File: config.mk
export PLATFORM = sky130hd
export DESIGN_NAME = top_divisor_flat
export DESIGN_NICKNAME = d
export VERILOG_FILES = /design/src/rtl/div_pkg.sv /design/src/rtl/top_divisor_if.sv /design/src/rtl/contador_divisor.sv /design/src/rtl/top_divisor.sv /design/src/flat_wrapper.sv
export SDC_FILE = /design/constraint.sdc
export NUM_CORES = 1
export LEC_CHECK = 0
export ABC_AREA = 1
export CORE_MARGIN = 2
export CORE_UTILIZATION = 30
export DETAILED_ROUTE_END_ITERATION = 8
export GPL_TIMING_DRIVEN = 0
export PLACE_DENSITY = 0.57
export SLEW_MARGIN = 30
export SYNTH_ARGS = -nofsm -noshare
export SYNTH_HDL_FRONTEND = slang
export SYNTH_HIERARCHICAL = 1
export SYNTH_SLANG_ARGS = --single-unit
File: constraint.sdc
create_clock -name clk -period 2.55 [get_ports clk]
set_input_delay 0.3825 -clock clk [delete_from_list [all_inputs] [get_ports clk]]
set_output_delay 0.3825 -clock clk [all_outputs]
set_load 0.005 [all_outputs]
File: src/rtl/div_pkg.sv
// Shared definitions for the sequential signed divider: state encoding and sizing constants.
package div_pkg;

    localparam int unsigned WIDTH_DIV = 16;
    localparam int unsigned ITER_DIV  = 16;
    localparam int unsigned CNT_W     = 5;

    typedef enum logic [2:0] {
        S_IDLE = 3'd0,
        S_LOAD = 3'd1,
        S_ITER = 3'd2,
        S_FIX  = 3'd3,
        S_FIN  = 3'd4
    } div_state_t;

endpackage

File: src/rtl/top_divisor_if.sv
// Start/finish handshake and operand/result bus of the divider.
// ERR exists only when DIV_ERR_EN is defined.
interface top_divisor_if #(
    parameter int unsigned WIDTH = 16
) ();
    logic             init;
    logic [WIDTH-1:0] Dividendo;
    logic [WIDTH-1:0] Divisor;
    logic [WIDTH-1:0] Cociente;
    logic [WIDTH-1:0] Residuo;
    logic             DONE;
`ifdef DIV_ERR_EN
    logic             ERR;

    modport master (output init, Dividendo, Divisor, input Cociente, Residuo, DONE, ERR);
    modport slave  (input init, Dividendo, Divisor, output Cociente, Residuo, DONE, ERR);
`else
    modport master (output init, Dividendo, Divisor, input Cociente, Residuo, DONE);
    modport slave  (input init, Dividendo, Divisor, output Cociente, Residuo, DONE);
`endif
endinterface

File: src/rtl/contador_divisor.sv
// Iteration counter for the divider: loads the iteration count, counts down, flags zero.
module contador_divisor
    import div_pkg::*;
#(
    parameter int unsigned LOAD_VAL = ITER_DIV
) (
    input  logic             clk,
    input  logic             reset,
    input  logic             LD,
    input  logic             DEC,
    output logic [CNT_W-1:0] CNT,
    output logic             Z
);

    // Down counter; load has priority over decrement.
    always_ff @(posedge clk or negedge reset) begin
        if (!reset) begin
            CNT <= '0;
        end else if (LD) begin
            CNT <= LOAD_VAL[CNT_W-1:0];
        end else if (DEC) begin
            CNT <= CNT - CNT_W'(1);
        end
    end

    // Zero flag.
    always_comb begin
        Z = (CNT == '0);
    end

endmodule

File: src/rtl/top_divisor.sv
// Sequential signed divider, restoring shift-subtract, one quotient bit per clock.
// Quotient truncates toward zero, remainder carries the dividend's sign.
// Optional macro DIV_ERR_EN adds the ERR flag (divide by zero or -2^(W-1) / -1).
module top_divisor
    import div_pkg::*;
#(
    parameter int unsigned WIDTH = WIDTH_DIV,
    parameter int unsigned ITER  = WIDTH
) (
    input  logic          clk,
    input  logic          reset,
    top_divisor_if.slave  bus
);

    div_state_t       state;
    logic             sign_q;
    logic             sign_r;
    logic [WIDTH-1:0] q_reg;
    logic [WIDTH-1:0] d_reg;
    logic [WIDTH:0]   r_reg;

    logic [WIDTH-1:0] dvd_abs;
    logic [WIDTH-1:0] dvs_abs;
    logic             div_zero;
    logic [WIDTH+1:0] r_sh;
    logic [WIDTH+1:0] t_sub;
    logic [WIDTH-1:0] q_neg;
    logic [WIDTH-1:0] r_neg;

    logic [CNT_W-1:0] cnt;
    logic             cnt_z;
    logic             cnt_ld;
    logic             cnt_dec;

`ifdef DIV_ERR_EN
    logic             ovf;
    logic             ovf_q;
`endif

    contador_divisor #(
        .LOAD_VAL (ITER)
    ) u_cnt (
        .clk   (clk),
        .reset (reset),
        .LD    (cnt_ld),
        .DEC   (cnt_dec),
        .CNT   (cnt),
        .Z     (cnt_z)
    );

    // Operand magnitudes, trial subtraction and result negation.
    always_comb begin
        dvd_abs  = bus.Dividendo[WIDTH-1] ? ('0 - bus.Dividendo) : bus.Dividendo;
        dvs_abs  = bus.Divisor[WIDTH-1]   ? ('0 - bus.Divisor)   : bus.Divisor;
        div_zero = (bus.Divisor == '0);
        // R < D always holds, so the shifted remainder never reaches the top bit and
        // t_sub's MSB is a clean borrow.
        r_sh     = {r_reg, q_reg[WIDTH-1]};
        t_sub    = r_sh - {2'b00, d_reg};
        q_neg    = '0 - q_reg;
        r_neg    = '0 - r_reg[WIDTH-1:0];
        cnt_ld   = (state == S_LOAD);
        cnt_dec  = (state == S_ITER) && !cnt_z;
`ifdef DIV_ERR_EN
        ovf      = (bus.Dividendo == {1'b1, {(WIDTH-1){1'b0}}}) && (bus.Divisor == '1);
`endif
    end

    // Control FSM and datapath registers; all outputs registered.
    always_ff @(posedge clk or negedge reset) begin
        if (!reset) begin
            state        <= S_IDLE;
            sign_q       <= 1'b0;
            sign_r       <= 1'b0;
            q_reg        <= '0;
            d_reg        <= '0;
            r_reg        <= '0;
            bus.Cociente <= '0;
            bus.Residuo  <= '0;
            bus.DONE     <= 1'b0;
`ifdef DIV_ERR_EN
            bus.ERR      <= 1'b0;
            ovf_q        <= 1'b0;
`endif
        end else begin
            bus.DONE <= 1'b0;
            case (state)
                S_IDLE: begin
                    if (bus.init) begin
                        state <= S_LOAD;
                    end
                end
                S_LOAD: begin
                    sign_q <= bus.Dividendo[WIDTH-1] ^ bus.Divisor[WIDTH-1];
                    sign_r <= bus.Dividendo[WIDTH-1];
                    q_reg  <= dvd_abs;
                    d_reg  <= dvs_abs;
                    r_reg  <= '0;
`ifdef DIV_ERR_EN
                    bus.ERR <= div_zero;
                    ovf_q   <= ovf;
`endif
                    if (div_zero) begin
                        bus.Cociente <= '0;
                        bus.Residuo  <= bus.Dividendo;
                        bus.DONE     <= 1'b1;
                        state        <= S_FIN;
                    end else begin
                        state <= S_ITER;
                    end
                end
                S_ITER: begin
                    if (t_sub[WIDTH+1]) begin
                        r_reg <= r_sh[WIDTH:0];
                        q_reg <= {q_reg[WIDTH-2:0], 1'b0};
                    end else begin
                        r_reg <= t_sub[WIDTH:0];
                        q_reg <= {q_reg[WIDTH-2:0], 1'b1};
                    end
                    if (cnt == CNT_W'(1)) begin
                        state <= S_FIX;
                    end
                end
                S_FIX: begin
                    bus.Cociente <= sign_q ? q_neg : q_reg;
                    bus.Residuo  <= sign_r ? r_neg : r_reg[WIDTH-1:0];
                    bus.DONE     <= 1'b1;
`ifdef DIV_ERR_EN
                    bus.ERR      <= ovf_q;
`endif
                    state        <= S_FIN;
                end
                S_FIN: begin
                    state <= S_IDLE;
                end
                default: begin
                    state <= S_IDLE;
                end
            endcase
        end
    end

endmodule

File: src/flat_wrapper.sv
// flat-port wrapper written by rule: the top's interface ports become plain ports
module top_divisor_flat import div_pkg::*;
#(
    parameter int unsigned WIDTH = WIDTH_DIV,
    parameter int unsigned ITER  = WIDTH
)
  (clk, reset, bus_init, bus_Dividendo, bus_Divisor, bus_Cociente, bus_Residuo, bus_DONE);
  top_divisor_if #(.WIDTH(WIDTH)) bus_i ();
  input  logic clk;
  input  logic reset;
  input wire logic [$bits(bus_i.init)-1:0] bus_init;
  input wire logic [$bits(bus_i.Dividendo)-1:0] bus_Dividendo;
  input wire logic [$bits(bus_i.Divisor)-1:0] bus_Divisor;
  output wire logic [$bits(bus_i.Cociente)-1:0] bus_Cociente;
  output wire logic [$bits(bus_i.Residuo)-1:0] bus_Residuo;
  output wire logic [$bits(bus_i.DONE)-1:0] bus_DONE;
  assign bus_i.init = bus_init;
  assign bus_i.Dividendo = bus_Dividendo;
  assign bus_i.Divisor = bus_Divisor;
  assign bus_Cociente = bus_i.Cociente;
  assign bus_Residuo = bus_i.Residuo;
  assign bus_DONE = bus_i.DONE;
  top_divisor #(.WIDTH(WIDTH), .ITER(ITER)) u_core (.clk(clk), .reset(reset), .bus(bus_i));
endmodule
# Word level (Yosys, flattened, before mapping)

Cells that the tools add are included.

Equal/unequal tests: 7
Reduce and logical (&&, ||, !) cells: 10
Add/subtract/negate cells: 6
Muxes and demuxes: 20
Bitwise logic cells: 1

Operator list:

| kind                  | number |
|---|---|
| $mux 16               | 6 |
| $pmux 16 s2           | 3 |
| $sub 1x16->16 const A | 4 |
| $pmux 17 s2           | 1 |
| $sub 18x16->18        | 1 |
| $mux 17               | 1 |
| $logic_not 16->1      | 1 |
| $pmux 3 s4            | 1 |
| $mux 5                | 2 |
| $mux 3                | 3 |
| $eq 3x2->1 const B    | 2 |
| $reduce_bool 2->1     | 3 |
| $eq 5x1->1 const B    | 1 |
| $logic_not 5->1       | 1 |
| $sub 5x1->5 const B   | 1 |
| $ne 2x2->1 const B    | 2 |
| $reduce_and 2->1      | 2 |
| $eq 3x1->1 const B    | 1 |
| $logic_not 3->1       | 1 |
| $mux 1                | 2 |
| $ne 2x1->1 const B    | 1 |
| $pmux 1 s2            | 1 |
| $logic_and 1x1->1     | 1 |
| $logic_not 1->1       | 1 |
| $xor 1x1->1           | 1 |

Logic and storage cells: 54
Input bits: 35
Flip-flop bits (word level): 92

# Depth between registers and ports, before layout

Depth after elaboration: 5
Mapped depth: 16

# Modules after synthesis

The synthesis kept the hierarchy.

By module, submodules not included:

| module           | seq. area each (sq um) | area an instance (sq um) | cells an instance | instances |
|---|---|---|---|---|
| top_divisor      | 2,177.1                | 6,377.4                  | 936               | 1 |
| contador_divisor | 125.1                  | 276.5                    | 35                | 1 |

# Worst setup path before layout

Ideal clock, no wire load.

Kind: flip-flop to flip-flop
Start: register u_core.q_reg[15]
End: register u_core.r_reg[14]
Arrival: 1,763 ps
Path slack: 670 ps
Stages on the path, launching flop included: 15
Period minus slack after synthesis: 1,880 ps
Buffers on the path: 0
Setup time: 117 ps
Cells stage by stage: dfrtp_1 -> inv_1 -> ha_1 -> inv_1 -> fa_1 -> nand3_1 -> nand3_1 -> nand2_1 -> nand2_1 -> nand2_1 -> nand3b_1 -> nand2_1 -> nand3_1 -> nand3_1 -> nand2_1

Word-level cells in the longest chain between the ends: 3

RTL lines:

| item                   | line               | RTL |
|---|---|---|
| start, declared        | top_divisor.sv:18  | `logic [WIDTH-1:0] q_reg;` |
| start signal, assigned | top_divisor.sv:96  | `q_reg <= dvd_abs;` |
| start signal, assigned | top_divisor.sv:115 | `q_reg <= {q_reg[WIDTH-2:0], 1'b0};` |
| start signal, assigned | top_divisor.sv:118 | `q_reg <= {q_reg[WIDTH-2:0], 1'b1};` |
| $sub 18x16->18         | top_divisor.sv:59  | `t_sub = r_sh - {2'b00, d_reg};` |
| $mux 17                | top_divisor.sv:113 | `if (t_sub[WIDTH+1]) begin` |
| $pmux 17 s2            | top_divisor.sv:87  | `case (state)` |
| end signal, assigned   | top_divisor.sv:114 | `r_reg <= r_sh[WIDTH:0];` |
| end signal, assigned   | top_divisor.sv:117 | `r_reg <= t_sub[WIDTH:0];` |
| end, declared          | top_divisor.sv:20  | `logic [WIDTH:0] r_reg;` |

No other way between the ends.
A chain may end at the register's enable or synchronous reset.

# Final worst setup path

Start: register u_core.q_reg[15]
End: register u_core.r_reg[6]

The elaborated chain is that of the path after synthesis.

==> impl_results.md <==
- Die Y: 152.9 um
- Clock transition time at the flip-flop clock pins of the worst setup and hold paths: ~70 ps
- Final hold violation count: 0
- Critical setup path kind: register to register
- Final Hold Slack: 470.7 ps
- Number of enable flip-flop cells after synthesis: 0
- Cell leakage power: 0.004002 uW
- Buffer depth of the longest clock path: 2
- Tightest Hold Check Type: register to register
- Share of post-route cells with drive strength above 1: 0.06540
- Proportion of synthesized chip area in sequential cells: 0.3460
- Largest stage delay, worst path: around 450 ps
- Headroom to the max-slew limit: 0.4866
- PortBufs: 66
- Nature of the critical path startpoint: register
- Grt total ovfl: 0
- Synthesized area per cell: 6.853 um2
- Flop and latch count out of synthesis: 92
- Cell Chain, Critical Path: inv_1 > ha_1 > inv_1 > fa_2 > nand3_1 > nand3_1 > nand2_1 > nand2_1 > xnor2_1 > nand3_1 > nand3_1 > nand2_1
- CP Data Required Time: 2800 ps
- Post-layout utilization of the core: 0.3681
- Antenna violations before repair: 0
- Critical path data arrival time: between 2000 and 3000 ps
- Total power of the final layout: ~11000 uW
- Synth warn: 6
- Areal power density over the cells: 1373 nW/um2
- Largest register FFs: 17
- Filler-free cell count of the finished design: 1335
- Element type at the critical path end: register
- Nets: 1107
- Count of mapped cells out of synthesis: 971
- Number of endpoints failing setup at the final stage: 0
- CP max stage cell: sky130_fd_sc_hd__dfrtp_1
- DRT antenna net count: 0
- Ant diodes: 0
- Final-report max-slew violation count: 0
- Result of the run: finished, final reports clean
- H-tree level count: 3
- Max Clock Freq: 0.4441 GHz
- Routability-driven placement congestion ratio: 0.8716
- Overall routed net length: approximately 20000 um
- Core Area: 21820 um2
- Unrepaired setup endpoints after global routing: false
- Mapped Area: approximately 6700 um2
- Buffer cell driving the clock tree root: sky130_fd_sc_hd__clkbuf_16
- Post-detailed-route wirelength per cell: 15.28 um
- Max-cap viol count: 0
- Top cells by area, synth: sky130_fd_sc_hd__dfrtp_1 (35%), sky130_fd_sc_hd__nand2_1 (16%), sky130_fd_sc_hd__nand3_1 (8.2%)
- Total of fill cells in the finished design: ~2400
- IO Pins: 68
- Minimum clock period: ~2300 ps
- Final cycle utilization of the critical path: 0.8830
- First drt pass iteration count: 5
- Die width: roughly 150 um
- Cell total after placement: 1318
- Most repeated cell in the gate-level netlist after synthesis: sky130_fd_sc_hd__nand2_1
- Overall global routing resource usage: 0.1787
- Maximum number of pins on one net before global-route repair: 51
- Cell types with the highest counts after synthesis: sky130_fd_sc_hd__nand2_1 (284), sky130_fd_sc_hd__inv_1 (130), sky130_fd_sc_hd__nand3_1 (109)
- Biggest area consumer among synthesized cells: sky130_fd_sc_hd__dfrtp_1
- Share of async-settable or async-resettable flops after synthesis: 1.000
- Worst clock skew on the final layout: 10.47 ps
- Relative area change from synthesis to final layout: 20.72%
- Post-route DRC: 0
- Initial drt markers: 492
- Number of distinct library cells after synthesis: 42
- Via total after detailed routing: 6564
- Number of vias per cell: 4.917
- Latest clock arrival within the worst-skew pair: 360 ps
- TritonCTS sink count: 92
- Worst path most repeated cell: sky130_fd_sc_hd__nand3_1
- Post-Route Setup TNS: 0 ps
- DPL Wire Length: ~16000 um
- Number of global-route vias before repair: 6386
- Die footprint: 23390 um2
- Peak supply drop: 0.3726 mV
- Effective utilization at floorplan: 0.3049
- TritonCTS buffer count: 9
- Area share of the leading cell type in the synthesized netlist: 0.3460
- Synthesized netlist net count: 1028
- Number of placement rows: 54
- Global-route wire length before repair: approximately 33000 um
- Most frequently used flop master after synthesis: sky130_fd_sc_hd__dfrtp_1
- Crit path max fanout: 4
- CTS tree: done
- Worst Max-Slew Pin Slew: 770.2 ps
==> critical path, delay by kind of cell, from the launching register on <==
family | cells | cell delay (ps)
adder cells (fa/ha/maj) | 2 | 550
XOR/XNOR | 1 | 220
buffers and inverters | 2 | 240
AND/OR/NAND/NOR | 7 | 700
flip-flops | 1 | 450
==> what timing repair did <==
| action | CTS | global route |
|---|---|---|
| endpoints found under the hold margin | 42 | 0 |
| gates resized for setup | 0 | 2 |
| buffers inserted | 0 | 0 |
| hold buffers | 1 | 0 |
| setup endpoints to repair | 0 | 2 |
==> cell usage in the layout, fill, tap and decap left out, types with 14 or more instances in the layout <==
| cell type | count |
|---|---|
| sky130_fd_sc_hd__o21ai_0 | 62 |
| sky130_fd_sc_hd__inv_1 | 130 |
| sky130_fd_sc_hd__nand4_1 | 17 |
| sky130_fd_sc_hd__nand3_1 | 109 |
| sky130_fd_sc_hd__xor2_1 | 19 |
| sky130_fd_sc_hd__clkdlybuf4s50_1 | 65 |
| sky130_fd_sc_hd__nor3_1 | 14 |
| sky130_fd_sc_hd__nor2_1 | 63 |
| sky130_fd_sc_hd__a21oi_1 | 28 |
| sky130_fd_sc_hd__ha_1 | 21 |
| sky130_fd_sc_hd__dfrtp_1 | 92 |
| sky130_fd_sc_hd__nand2_1 | 284 |
| sky130_fd_sc_hd__clkbuf_1 | 17 |
==> worst paths after layout <==
check	startpoint	to	slack (ps)	cells past startpoint
worst min-delay path	u_core/bus.Cociente[8]	u_core/bus.Cociente[8]	470	2
worst min register to register	u_core/bus.Cociente[8]	u_core/bus.Cociente[8]	470	2
worst max register to register	u_core/q_reg[15]	u_core/r_reg[6]	300	12
worst max-delay path	u_core/q_reg[15]	u_core/r_reg[6]	300	12
max in group asynchronous	reset	u_core/d_reg[10]	1420	3
min in group asynchronous	reset	u_core/bus.Residuo[14]	520	2
==> stage by stage <==
stage                     area, um2  setup slack (ps)
after global placement         7665             -2629
after CTS                      8023             198.9
after global routing           8033             58.32
after floorplan                6654             669.7
final                          8033             298.3
after detailed placement       7694             71.10
==> layout make-up <==
class	instances	area, um2	area share
clock inverter	4	72.57	0.009034
tap	280	350.3	0.04361
buffer	31	177.7	0.02212
sequential	92	2302	0.2866
multi-input combinational	707	3652	0.4547
clock buffer	12	246.5	0.03069
inverter	141	531.8	0.06620
timing repair buffer	68	699.4	0.08707
==> power by group <==
group          internal, uW  switching, uW  total (uW)
logic                  2620           4200        6820
clock network           885            586        1470
registers              2150            584        2730
total                  5650           5370       11000
==> cell families after synthesis <==
group,synth area share
adder cells (fa/ha/maj),0.04250
XOR/XNOR,0.03686
AO/OA/AOI/OAI,0.1166
AND/OR/NAND/NOR,0.3514
buffers and inverters,0.1066
flip-flops,0.3460
==> routing by layer <==
metal / global-route usage / wire length, um / vias to the layer above
met4: 0.04762 / 374 / 0
met1: 0.2549 / 10190 / 3037
li1: - / - / 3324
met5: 0 / 0 / -
met2: 0.2750 / 8803 / 173
met3: 0.03771 / 1036 / 30
No activity file was read; power rests on OpenSTA's default activity.
